**src/rtl/proto_pkg.sv**
```systemverilog
// rtl/proto_pkg.sv - shared state encoding, byte width and checksum helper for protocol_frame_rx
//
// Contents: BYTE_W constant, rx_state_t FSM encoding, frame_checksum().
// Configuration macro: PROTO_CHECKSUM_EN adds the ST_CHK state.
package proto_pkg;

    localparam int BYTE_W = 8;

`ifdef PROTO_CHECKSUM_EN
    typedef enum logic [1:0] {
        ST_ADDR = 2'd0,
        ST_CMD  = 2'd1,
        ST_CHK  = 2'd2,
        ST_HOLD = 2'd3
    } rx_state_t;
`else
    typedef enum logic [1:0] {
        ST_ADDR = 2'd0,
        ST_CMD  = 2'd1,
        ST_HOLD = 2'd3
    } rx_state_t;
`endif

    // Third frame byte expected when the checksum is enabled.
    function automatic logic [BYTE_W-1:0] frame_checksum(
        input logic [BYTE_W-1:0] b1,
        input logic [BYTE_W-1:0] b2
    );
        return b1 ^ b2;
    endfunction

endpackage

```
**src/rtl/proto_gap_timer.sv**
```systemverilog
// rtl/proto_gap_timer.sv - inter-byte gap counter with expiry flag
//
// Ports:
//   clk, rst  clock and synchronous active-high reset
//   clr       restart the gap count (a byte was accepted)
//   en        count this cycle (a frame is partially received)
//   expired   count has reached TIMEOUT_CYC-1 while enabled
module proto_gap_timer #(
    parameter int TIMEOUT_CYC = 1000
) (
    input  logic clk,
    input  logic rst,
    input  logic clr,
    input  logic en,
    output logic expired
);

    localparam int CNT_W = (TIMEOUT_CYC > 2) ? $clog2(TIMEOUT_CYC) : 1;
    localparam logic [CNT_W-1:0] LAST = CNT_W'(TIMEOUT_CYC - 1);

    logic [CNT_W-1:0] count;

    // Saturates at LAST so a paused-but-expired count never wraps back to
    // a small value; the next accepted byte restarts it anyway.
    always_ff @(posedge clk) begin
        if (rst) begin
            count <= '0;
        end else if (clr) begin
            count <= '0;
        end else if (en && (count != LAST)) begin
            count <= count + 1'b1;
        end
    end

    assign expired = en && (count == LAST);

endmodule

```
**src/rtl/protocol_frame_rx.sv**
```systemverilog
// rtl/protocol_frame_rx.sv - byte-stream frame decoder (address, command, optional checksum)
//
// Ports:
//   clk, rst                      clock and synchronous active-high reset
//   rx_done, rx_data[7:0]         received byte strobe and value
//   out_valid, out_ready          decoded frame handshake
//   out_addr[ADDR_W-1:0]          low bits of byte 1
//   out_cmd[CMD_W-1:0]            low bits of byte 2
//   err_addr, err_timeout,
//   err_overrun                   one-cycle error pulses
//   err_chk                       checksum mismatch pulse (PROTO_CHECKSUM_EN only)
// Configuration macro: PROTO_CHECKSUM_EN requires byte3 == byte1 ^ byte2.
module protocol_frame_rx
    import proto_pkg::*;
#(
    parameter int ADDR_W      = 5,
    parameter int CMD_W       = 3,
    parameter int NUM_SENSORS = 32,
    parameter int TIMEOUT_CYC = 1000
) (
    input  logic              clk,
    input  logic              rst,
    input  logic              rx_done,
    input  logic [7:0]        rx_data,
    output logic              out_valid,
    input  logic              out_ready,
    output logic [ADDR_W-1:0] out_addr,
    output logic [CMD_W-1:0]  out_cmd,
    output logic              err_addr,
    output logic              err_timeout,
    output logic              err_overrun
`ifdef PROTO_CHECKSUM_EN
    ,
    output logic              err_chk
`endif
);

    rx_state_t state;
    rx_state_t state_nxt;

    logic cap_addr;
    logic cap_cmd;
    logic addr_bad;
    logic timeout_hit;
    logic overrun_hit;
    logic gap_clr;
    logic gap_en;
    logic gap_expired;
    logic addr_ok;

    // Range check covers the whole byte, not just the captured low bits.
    assign addr_ok = (32'(rx_data) < NUM_SENSORS);

`ifdef PROTO_CHECKSUM_EN
    logic [BYTE_W-1:0] b1_q;
    logic [BYTE_W-1:0] b2_q;
    logic              chk_bad;

    assign gap_en = (state == ST_CMD) || (state == ST_CHK);
`else
    logic [ADDR_W-1:0] addr_q;
    logic [CMD_W-1:0]  cmd_q;

    assign gap_en = (state == ST_CMD);
`endif

    proto_gap_timer #(
        .TIMEOUT_CYC(TIMEOUT_CYC)
    ) u_gap_timer (
        .clk    (clk),
        .rst    (rst),
        .clr    (gap_clr),
        .en     (gap_en),
        .expired(gap_expired)
    );

    always_ff @(posedge clk) begin
        if (rst) begin
            state <= ST_ADDR;
        end else begin
            state <= state_nxt;
        end
    end

    // A byte arriving on the expiry cycle takes priority over the timeout.
    always_comb begin
        state_nxt   = state;
        cap_addr    = 1'b0;
        cap_cmd     = 1'b0;
        addr_bad    = 1'b0;
        timeout_hit = 1'b0;
        overrun_hit = 1'b0;
        gap_clr     = 1'b0;
`ifdef PROTO_CHECKSUM_EN
        chk_bad     = 1'b0;
`endif
        case (state)
            ST_ADDR: begin
                if (rx_done) begin
                    if (addr_ok) begin
                        cap_addr  = 1'b1;
                        gap_clr   = 1'b1;
                        state_nxt = ST_CMD;
                    end else begin
                        addr_bad  = 1'b1;
                    end
                end
            end
            ST_CMD: begin
                if (rx_done) begin
                    cap_cmd = 1'b1;
                    gap_clr = 1'b1;
`ifdef PROTO_CHECKSUM_EN
                    state_nxt = ST_CHK;
`else
                    state_nxt = ST_HOLD;
`endif
                end else if (gap_expired) begin
                    timeout_hit = 1'b1;
                    state_nxt   = ST_ADDR;
                end
            end
`ifdef PROTO_CHECKSUM_EN
            ST_CHK: begin
                if (rx_done) begin
                    gap_clr = 1'b1;
                    if (rx_data == frame_checksum(b1_q, b2_q)) begin
                        state_nxt = ST_HOLD;
                    end else begin
                        chk_bad   = 1'b1;
                        state_nxt = ST_ADDR;
                    end
                end else if (gap_expired) begin
                    timeout_hit = 1'b1;
                    state_nxt   = ST_ADDR;
                end
            end
`endif
            ST_HOLD: begin
                // The held frame is never overwritten; extra bytes are dropped.
                if (rx_done) begin
                    overrun_hit = 1'b1;
                end
                if (out_ready) begin
                    state_nxt = ST_ADDR;
                end
            end
            default: begin
                state_nxt = ST_ADDR;
            end
        endcase
    end

    // Captured fields only change in ADDR/CMD, so they are stable in HOLD.
`ifdef PROTO_CHECKSUM_EN
    always_ff @(posedge clk) begin
        if (rst) begin
            b1_q <= '0;
            b2_q <= '0;
        end else begin
            if (cap_addr) begin
                b1_q <= rx_data;
            end
            if (cap_cmd) begin
                b2_q <= rx_data;
            end
        end
    end

    assign out_addr = b1_q[ADDR_W-1:0];
    assign out_cmd  = b2_q[CMD_W-1:0];
`else
    always_ff @(posedge clk) begin
        if (rst) begin
            addr_q <= '0;
            cmd_q  <= '0;
        end else begin
            if (cap_addr) begin
                addr_q <= rx_data[ADDR_W-1:0];
            end
            if (cap_cmd) begin
                cmd_q <= rx_data[CMD_W-1:0];
            end
        end
    end

    assign out_addr = addr_q;
    assign out_cmd  = cmd_q;
`endif

    always_ff @(posedge clk) begin
        if (rst) begin
            err_addr    <= 1'b0;
            err_timeout <= 1'b0;
            err_overrun <= 1'b0;
`ifdef PROTO_CHECKSUM_EN
            err_chk     <= 1'b0;
`endif
        end else begin
            err_addr    <= addr_bad;
            err_timeout <= timeout_hit;
            err_overrun <= overrun_hit;
`ifdef PROTO_CHECKSUM_EN
            err_chk     <= chk_bad;
`endif
        end
    end

    assign out_valid = (state == ST_HOLD);

endmodule

```
**config.mk**
```make
export PLATFORM = sky130hd
export DESIGN_NAME = protocol_frame_rx
export DESIGN_NICKNAME = d
export VERILOG_FILES = /design/src/rtl/proto_pkg.sv /design/src/rtl/proto_gap_timer.sv /design/src/rtl/protocol_frame_rx.sv
export SDC_FILE = /design/constraint.sdc
export NUM_CORES = 1
export LEC_CHECK = 0
export CORE_UTILIZATION = 51
export CTS_CLUSTER_SIZE = 40
export DETAILED_ROUTE_END_ITERATION = 16
export HOLD_SLACK_MARGIN = 0.06
export PLACE_DENSITY_LB_ADDON = 0.2
export SLEW_MARGIN = 20
export SYNTH_ARGS = -nofsm -noshare
export SYNTH_HDL_FRONTEND = slang
export SYNTH_SLANG_ARGS = --single-unit
```
**constraint.sdc**
```tcl
create_clock -name clk -period 4.1 [get_ports clk]
set_input_delay 0.82 -clock clk [delete_from_list [all_inputs] [get_ports clk]]
set_output_delay 0.82 -clock clk [all_outputs]
set_load 0.1 [all_outputs]
```
---- After elaboration in Yosys (flattened, before gate mapping) ----
Index checks and enable logic that the tools add are counted.
word-level totals
  bits in registers ....................... 23
  output and inout port bits .............. 12
  memory bits (writable) .................. 0
  input bits .............................. 12
  bits in latches ......................... 0
  memories kept ........................... 0
  ROM bits ................................ 0
operators by class
  eq/ne operators ......................... 8
  div/mod/pow operators ................... 0
  shifts and indexed selects .............. 0
  reduce and logical (&&, ||, !) cells .... 8
  bitwise logic cells ..................... 4
  order comparisons ....................... 1
  multipliers ............................. 0
  mux-type cells .......................... 14
  add/sub/neg operators ................... 1
operators with widths
  cell                                                                           number
  10-bit by 1-bit adder with 10-bit output (second input constant)               1
  10-bit == test (second input constant)                                         1
  2-bit 2-to-1 mux                                                               5
  10-bit inequality test (second input constant)                                 1
  8-bit by 6-bit less-than comparator with 1-bit output (second input constant)  1
  1-bit 2-to-1 mux                                                               7
  2-bit case mux with 3 select lines                                             1
  3-bit OR reduction                                                             2
  2-bit inequality test (second input constant)                                  2
  1-bit NOT                                                                      4
  4-bit AND reduction                                                            1
  2-bit OR reduction                                                             2
  3-bit inequality test (second input constant)                                  1
  2-bit by 1-bit == test with 1-bit output (second input constant)               1
  2-bit == test (second input constant)                                          1
  1-bit logical AND                                                              2
  2-bit zero test                                                                1
  2-bit by 1-bit inequality test with 1-bit output (second input constant)       1
  1-bit case mux with 2 select lines                                             1

---- Logic depth before layout (Yosys ltp) ----
Gate-level depths: netlist of the first run.
  depth after elaboration ................. 5
  depth in mapped cells ................... 5
  depth with buffers taken out ............ 5

---- By module ----
Synthesis of the first run repeated with hierarchy kept, for this count alone.
second synthesis, totals
  cells, all modules ...................... 121
  area total of the unflattened synthesis .. 1106.1 µm²
modules (own cells, without submodules)
  module             cells each  area an instance (µm²)  instances
  proto_gap_timer    66          558.0                   1
  protocol_frame_rx  55          548.0                   1

---- Worst setup path before layout of the first run ----
OpenSTA, ideal clock, no wires.
  path kind ............................... reg-to-output
  start ................................... register state[1]
  end ..................................... output out_valid
  data arrival time ....................... 1.244 ns
  cell stages (with the launch flop) ...... 3
  setup slack ............................. 2.036 ns
  path buffers ............................ 1
  cell sequence ........................... dfxtp_1 -> buf_2 -> and2_1
between the ends
  word-level cells in the longest chain between the ends .. 1
ends and longest elaborated chain
  element                 RTL line                  source
  from (decl)             protocol_frame_rx.sv:38   rx_state_t state;
  from (signal assigned)  protocol_frame_rx.sv:81   state <= state_nxt;
  2-bit == test           protocol_frame_rx.sv:209  assign out_valid = (state == ST_HOLD);
  to (decl)               protocol_frame_rx.sv:25   output logic out_valid,
Every way passes these cells.

---- Final worst setup path of the first run ----
  start ................................... register state[0]
  end ..................................... output out_valid
Same word-level chain as after synthesis.

==> results of run 1 <==
## cell families after synthesis
kind of cell / Yosys count / synth area share, %
AND/OR/NAND/NOR: 47 / 27.5
AO/OA/AOI/OAI: 9 / 6.27
adder cells (fa/ha/maj): 1 / 1.25
flip-flops: 23 / 46.2
buffers and inverters: 7 / 3.64
multiplexers: 9 / 9.03
XOR/XNOR: 7 / 6.15
## registers in the layout, indices dropped and copies added, names as in the netlist
| signal | flops |
|---|---|
| out_cmd | 3 |
| state | 2 |
| u_gap_timer.count | 10 |
| err_overrun | 1 |
| out_addr | 5 |
| err_addr | 1 |
| err_timeout | 1 |
## area by class of cell
cell class / count / area [µm²] / share of cell area [%]
inverter: 3 / 11.3 / 0.893
sequential: 23 / 460 / 36.5
multi-input combinational: 73 / 500 / 39.7
timing repair buffer: 23 / 230 / 18.3
clock buffer: 3 / 22.5 / 1.79
clock inverter: 1 / 5.00 / 0.397
tap: 25 / 31.3 / 2.48
## power by group
group	internal (mW)	leakage, nW	total [mW]	switching, mW
combinational	0.0207	0.312	0.0541	0.0334
clock	0.0364	0.0177	0.105	0.0684
sequential	0.228	0.186	0.232	0.00458
## cell usage after synthesis
library cell | n | area (µm²)
and3b_1 | 1 | 8.76
buf_2 | 2 | 10.0
and3_1 | 2 | 12.5
a221oi_1 | 1 | 8.76
nand4b_4 | 1 | 23.8
nor2_1 | 20 | 75.1
or2_0 | 1 | 6.26
and4_1 | 2 | 17.5
nand2b_1 | 1 | 6.26
a21oi_1 | 1 | 5.00
clkbuf_1 | 1 | 3.75
xnor2_1 | 6 | 52.6
a31oi_2 | 1 | 12.5
nor3b_1 | 1 | 7.51
inv_1 | 2 | 7.51
dfxtp_1 | 23 | 460
buf_6 | 1 | 11.3
and2_1 | 1 | 6.26
a211oi_1 | 1 | 7.51
nand3_1 | 4 | 20.0
and4bb_2 | 1 | 12.5
xor2_1 | 1 | 8.76
mux2i_1 | 9 | 90.1
o21ai_0 | 4 | 20.0
ha_1 | 1 | 12.5
a311oi_1 | 1 | 8.76
nand2_1 | 1 | 3.75
or3_1 | 2 | 12.5
inv_2 | 1 | 3.75
nor4_1 | 1 | 6.26
nand3b_1 | 2 | 15.0
nand3_2 | 2 | 20.0
nor3_1 | 4 | 20.0
## metal layers
layer / global-route usage [%] / up-vias / share of wire (%)
li1: - / 404 / -
met1: 23.5 / 347 / 49
met2: 30.7 / 14 / 47
met3: 2.35 / 2 / 2.7
met4: 7.06 / 0 / 0.73
met5: 0 / - / 0
## metrics by stage
| step | std cells | cell area (µm²) | util, % | hold slack, ns |
|---|---|---|---|---|
| after CTS | 151 | 1260 | 70.7 | 0.516 |
| after global placement | 147 | 1230 | 69.2 | 0.476 |
| after detailed placement | 147 | 1230 | 69.2 | 0.486 |
| after floorplan | 103 | 997 | - | 0.477 |
| after global routing | 151 | 1260 | 70.7 | 0.550 |
| final | 151 | 1260 | 70.7 | 0.508 |
## worst max-delay path by stage
stage / endpoint / startpoint / cells after the start / slack (ns)
floorplan: out_valid / state[1] / 2 / 2.04
global placement: out_valid / state[0] / 2 / 1.49
detailed placement: out_valid / state[0] / 2 / 1.48
CTS: out_valid / state[0] / 2 / 1.12
global route: out_valid / state[0] / 2 / 1.05
finish: out_valid / state[0] / 2 / 1.13
## critical path, stage by stage, from the launching register on
cell and delay, ns:
dfxtp_1 0.52, and2_1 0.19, clkdlybuf4s50_1 1.13
==> flow_summary.toml, run 1 <==
[outcome]
status = "complete, no violations"

[hold_path]
min_path_cells = 2
worstHoldPathType = "reg2reg"
hold_start = "out_cmd[2]"
hold_end = "out_cmd[2]"

[cts]
cts_hold_buf = 0
cts_resized = 0
path_clk_slew_ns = 0.13
h-tree-depth = 1
clock-root-buffer = "clkbuf_4"
post_cts_buffers = 0
cts_tree = "yes"
clk_latency_ns = 0.30
numCtsBuffers = 3
clock_sinks = 23
clockBufferDepth = 2

[logic_synthesis]
ys_ff_latch = 23
synthCells = 103
syn-cell-area_um2 = 997
seq_area_frac_synth_pct = 46.2
yosys.cell_types.count = 33
syn_nets = 116
yosysWarningCount = 0
avgSynthCellArea_um2 = 9.68

[route]
drt_first_pass_iters = 4
vias_per_cell = 5.08
drtIter0Drc = 4
ant_nets = 0
drc = 0
vias = 767
wl_per_cell_um = 11.8
wl_um = 1790

[floorplanning]
rows = 15
core_mm2 = 0.00178
initial_core_util_pct = 55.9
die_area_mm2 = 0.00214
die_h_um = 46.2
ios = 24
die_width_um = 46.2

[grt]
grt_pass1_wl_um = 2780
antenna_found_initial = 0
grt_max_degree = 14
grt_remaining_overflow = 0
grt_pass1_vias = 645
grt_use_total_pct = 18.3

[timing]
hold_violations = 0
fin_skew_ns = 0.00521
max_slew_margin_pct = 34.7
min_period_over_period_pct = 72.4
worst_pin_slew_ns = 0.976
max_freq_mhz = 337
finalMaxSlewViolations = 0
min_period_ns = 2.97
rsz0062_at_grt = "no"
layout_setup_ws_ns = 1.13
fin_setup_tns_ns = 0
setup_viol = 0

[critical_path]
criticalPathCategory = "reg2out"
rr_worst_depth = 5
rr_endpoint = "u_gap_timer.count[3]"
start_kind = "flop"
ff2ff_setup_slack_ns = 2.52
required_ns = 3.28
worstPathArrival_ns = 2.15
reg2reg_from = "u_gap_timer.count[0]"
path_max_fanout = 10
end_kind = "output pin"

[power_and_ir_drop]
cellLeakagePower_nw = 0.515
ir_drop_v = 0.000226
pwr_density_cell_mw_per_mm2 = 310
p_total_mw = 0.391

[run]
maxCapViolations = 0

[cells_and_area]
final_cell_mix = "23 x dfxtp_1, 23 x clkdlybuf4s50_1, 20 x nor2_1, 9 x mux2i_1, 6 x xnor2_1"
drive_gt1_share_pct = 7.94
diodes = 0
fillers = 137
fin_nets = 140
syn_to_final_growth_pct = 26.5

[placement]
post-dp-hpwl_um = 1370
port_buffers = 23
pre_cts_slack_ns = 1.48
gp_congestion = 0.776
Power figures use the tool's default switching activity.
==> run 2: changes to the inputs <==
Settings changed: CORE_UTILIZATION 51 to 47.
Clock period 4.1 ns to 2.9 ns, I/O delays scaled along.
==> run 2 against run 1 <==
Net effect:
- clock-buffer cell count up 1
- register-to-register slack worse by 1.2 ns
- non-clock buffer count unchanged
- cell area down 2.3%
- die area up 8.1%
- worst hold slack better by 0.021 ns
- first-iteration DRC count up 75%
==> flow_summary.toml, run 2 (synthesis results as in run 1) <==
[cells_and_area]
largest_reg_flops = 10
final_cell_mix = "23 x dfxtp_1, 20 x nor2_1, 12 x buf_4, 11 x clkdlybuf4s50_1, 9 x mux2i_1"
drive_gt1_share_pct = 16.7
syn_to_final_growth_pct = 23.6
fin_cells = 153
fin_util_pct = 62.2
fin_nets = 140
diodes = 0
top_register = "u_gap_timer.count"
fillers = 173
layout_commonest_cell = "dfxtp_1"

[grt]
grt_max_degree = 13
grt_use_total_pct = 17.7
antenna_found_initial = 0
grt_pass1_vias = 689
grt_remaining_overflow = 0
grt_pass1_wl_um = 2820

[power_and_ir_drop]
ir_drop_v = 0.000304
p_total_mw = 0.548
pwr_density_cell_mw_per_mm2 = 445
cellLeakagePower_nw = 0.536

[floorplanning]
ios = 24
rows = 16
die_h_um = 48.1
initial_core_util_pct = 50.3
core_mm2 = 0.00198
die_width_um = 48.1
die_area_mm2 = 0.00231

[timing]
min_period_over_period_pct = 66.8
rsz0062_at_grt = "no"
finalMaxSlewViolations = 0
max_slew_margin_pct = 72.2
worst_pin_slew_ns = 0.416
setup_viol = 0
fin_skew_ns = 0.00103
min_period_ns = 1.94
max_freq_mhz = 516
hold_violations = 0
layout_setup_ws_ns = 0.964
fin_setup_tns_ns = 0

[cts]
clock-root-buffer = "clkbuf_4"
clockBufferDepth = 2
clock_sinks = 23
cts_tree = "yes"
clk_latency_ns = 0.30
cts_resized = 0
path_clk_slew_ns = 0.12
h-tree-depth = 1
cts_hold_buf = 0
post_cts_buffers = 0
numCtsBuffers = 3

[route]
wl_per_cell_um = 12.1
wl_um = 1840
drt_first_pass_iters = 4
vias = 781
ant_nets = 0
drtIter0Drc = 7
vias_per_cell = 5.10
drc = 0

[critical_path]
criticalPathCategory = "reg2out"
end_kind = "output pin"
required_ns = 2.32
start_kind = "flop"
worstPathArrival_ns = 1.36
path_max_fanout = 10

[placement]
gp_congestion = 0.782
post-dp-hpwl_um = 1420
pre_cts_slack_ns = 0.966
port_buffers = 23
dp.cells = 149

[outcome]
status = "complete, no violations"

[run]
maxCapViolations = 0

[hold_path]
worstHoldPathType = "reg2reg"
[run 2: area by class of cell]
cell class              instances  area, µm²  share of cell area, %
inverters                       3       11.3                  0.914
repair buffers                 23        200                   16.2
flip-flops and latches         23        460                   37.4
multi-input cells              73        500                   40.6
clock buffers                   4       26.3                   2.13
well taps                      27       33.8                   2.74
[run 2: layer usage]
metal,share of wire [%],track usage [%]
met1,48,23.5
met4,1.7,8.33
met3,3.8,3.77
met5,0,0
met2,46,27.3
[run 2: path summary, 6_finish.rpt]
check | from | end | slack (ns) | depth (start not counted)
worst max-delay path | state[0] | out_valid | 0.96 | 2
worst min register to register | out_addr[1] | out_addr[1] | 0.53 | 2
worst max register to register | u_gap_timer.count[0] | u_gap_timer.count[3] | 1.32 | 5
worst min-delay path | out_addr[1] | out_addr[1] | 0.53 | 2
[run 2: critical path, cell delays in order (launching register included)]
cell	delay, ns
dfxtp_1	0.56
and2_1	0.21
buf_4	0.29
[run 2: stage by stage]
| step | hold slack (ns) | area (µm²) |
|---|---|---|
| after floorplan | 0.477 | 997 |
| after global placement | 0.481 | 1210 |
| after detailed placement | 0.496 | 1210 |
| after CTS | 0.535 | 1230 |
| after global routing | 0.571 | 1230 |
| final | 0.528 | 1230 |
[run 2: power breakdown]
group	internal, mW	switching [mW]
clock network	0.0535	0.0900
registers	0.322	0.00711
logic	0.0280	0.0473
total	0.404	0.144
==> run 3: changes to the inputs <==
Clock period 2.9 ns to 2 ns, I/O delays scaled along.
==> run 3 against run 2 <==
Net effect:
- sequential power increased by 45%
- clock-buffer cell count is the same
- register-to-register slack got worse by 0.89 ns
- first-iteration DRC count fell by 29%
- final cell count increased by 0.65%
- wire length shrank 0.98%
- combinational power rose by 46%
- clock skew is 0.0026 ns higher
- non-clock buffer count grew 1
- sequential share of layout area shrank 0.60 points
- sequential cell count did not move
- critical endpoint unchanged
- largest power group unchanged
- highest routed layer unchanged
==> flow_summary.toml, run 3 (synthesis results as in run 1) <==
[placement]
post-dp-hpwl_um = 1420
port_buffers = 23
gp_congestion = 0.768

[power_and_ir_drop]
ir_drop_v = 0.000492
swShare_pct = 25.8
cellLeakagePower_nw = 0.544
p_total_mw = 0.791
combinationalPowerShare_pct = 14.0
p_clk_share_pct = 25.8
cell_internal_pwr_mw = 0.586
net-switching-power_mw = 0.204
seq_power_share_pct = 60.3
pwr_density_cell_mw_per_mm2 = 632

[route]
wl_per_cell_um = 11.9
ant_nets = 0
drc = 0
drtIter0Drc = 5
wl_um = 1830
drt_first_pass_iters = 2
vias_per_cell = 5.09
vias = 784

[grt]
grt_use_total_pct = 18.3
antenna_found_initial = 0
grt_pass1_wl_um = 2880
grt_remaining_overflow = 0
grt_pass1_vias = 745
grt_max_degree = 13

[floorplanning]
rows = 16
initial_core_util_pct = 50.3
die_width_um = 48.1
core_mm2 = 0.00198
die_area_mm2 = 0.00231
ios = 24
die_h_um = 48.1

[cells_and_area]
drive_gt1_share_pct = 17.3
fillers = 178
layout_commonest_cell = "dfxtp_1"
largest_reg_flops = 10
diodes = 0
top_register = "u_gap_timer.count"
fin_nets = 141
syn_to_final_growth_pct = 25.6
final_cell_mix = "23 x dfxtp_1, 20 x nor2_1, 12 x buf_4, 11 x clkdlybuf4s50_1, 9 x mux2i_1"

[outcome]
status = "complete, no violations"

[critical_path]
required_ns = 1.60
worstPathArrival_ns = 1.27
criticalPathCategory = "reg2out"
start_kind = "flop"
path_max_fanout = 10
end_kind = "output pin"

[timing]
hold_violations = 0
min_period_over_period_pct = 83.6
finalMaxSlewViolations = 0
fin_setup_tns_ns = 0
max_slew_margin_pct = 77.2
max_freq_mhz = 598
fin_skew_ns = 0.00359
worst_pin_slew_ns = 0.342
min_period_ns = 1.67
rsz0062_at_grt = "no"
setup_viol = 0

[cts]
clk_latency_ns = 0.30
numCtsBuffers = 3
clock-root-buffer = "clkbuf_4"
post_cts_buffers = 0
cts_resized = 0
path_clk_slew_ns = 0.11
clock_sinks = 23
clockBufferDepth = 2
cts_tree = "yes"
h-tree-depth = 1
cts_hold_buf = 0

[hold_path]
worstHoldPathType = "reg2reg"

[run]
maxCapViolations = 0
-- run 3: cell types whose count changed in the layout (fill, tap and decap cells not counted), sizes merged --
cell	delta
buf	+1
-- run 3: stage by stage --
stage	instances	util [%]	hold slack, ns	area, µm²	worst slack [ns]
floorplan	103	-	0.477	997	0.356
global placement	150	61.9	0.480	1230	0.263
detailed placement	150	61.9	0.498	1230	0.229
CTS	154	63.2	0.526	1250	0.305
global route	154	63.2	0.551	1250	0.227
finish	154	63.2	0.518	1250	0.328
-- run 3: final timing paths --
kind / startpoint / endpoint / slack, ns / cells after the start
min reg2reg: out_cmd[1] / out_cmd[1] / 0.52 / 2
max reg2reg: u_gap_timer.count[0] / u_gap_timer.count[3] / 0.43 / 5
min: out_cmd[1] / out_cmd[1] / 0.52 / 2
max: state[0] / out_valid / 0.33 / 2
-- run 3: routing by layer --
layer	up-vias	global-route usage (%)	wire [µm]
met5	-	0	0
met2	16	29.2	890
li1	406	-	-
met1	358	21.7	829
met3	4	4.53	68
met4	0	11.7	38
-- run 3: power by group through the flow --
stage | logic [mW] | clock network [mW] | registers, mW
after global placement | 0.109 | 0 | 0.487
after floorplan | 0.0386 | 0 | 0.520
after CTS | 0.111 | 0.211 | 0.477
final | 0.110 | 0.204 | 0.477
after detailed placement | 0.111 | 0 | 0.487
after global routing | 0.117 | 0.229 | 0.479
-- run 3: layout make-up --
class                      instances  area (µm²)  area share, %
clock buffer                       4        26.3           2.10
inverter                           3        11.3          0.899
multi-input combinational         73         500           40.0
sequential                        23         460           36.8
tap                               27        33.8           2.70
timing repair buffer              24         220           17.6
-- run 3: worst max-delay path, cell delays in order, from the launching register on --
cell,delay [ns]
dfxtp_1,0.54
and2_1,0.25
buf_12,0.19
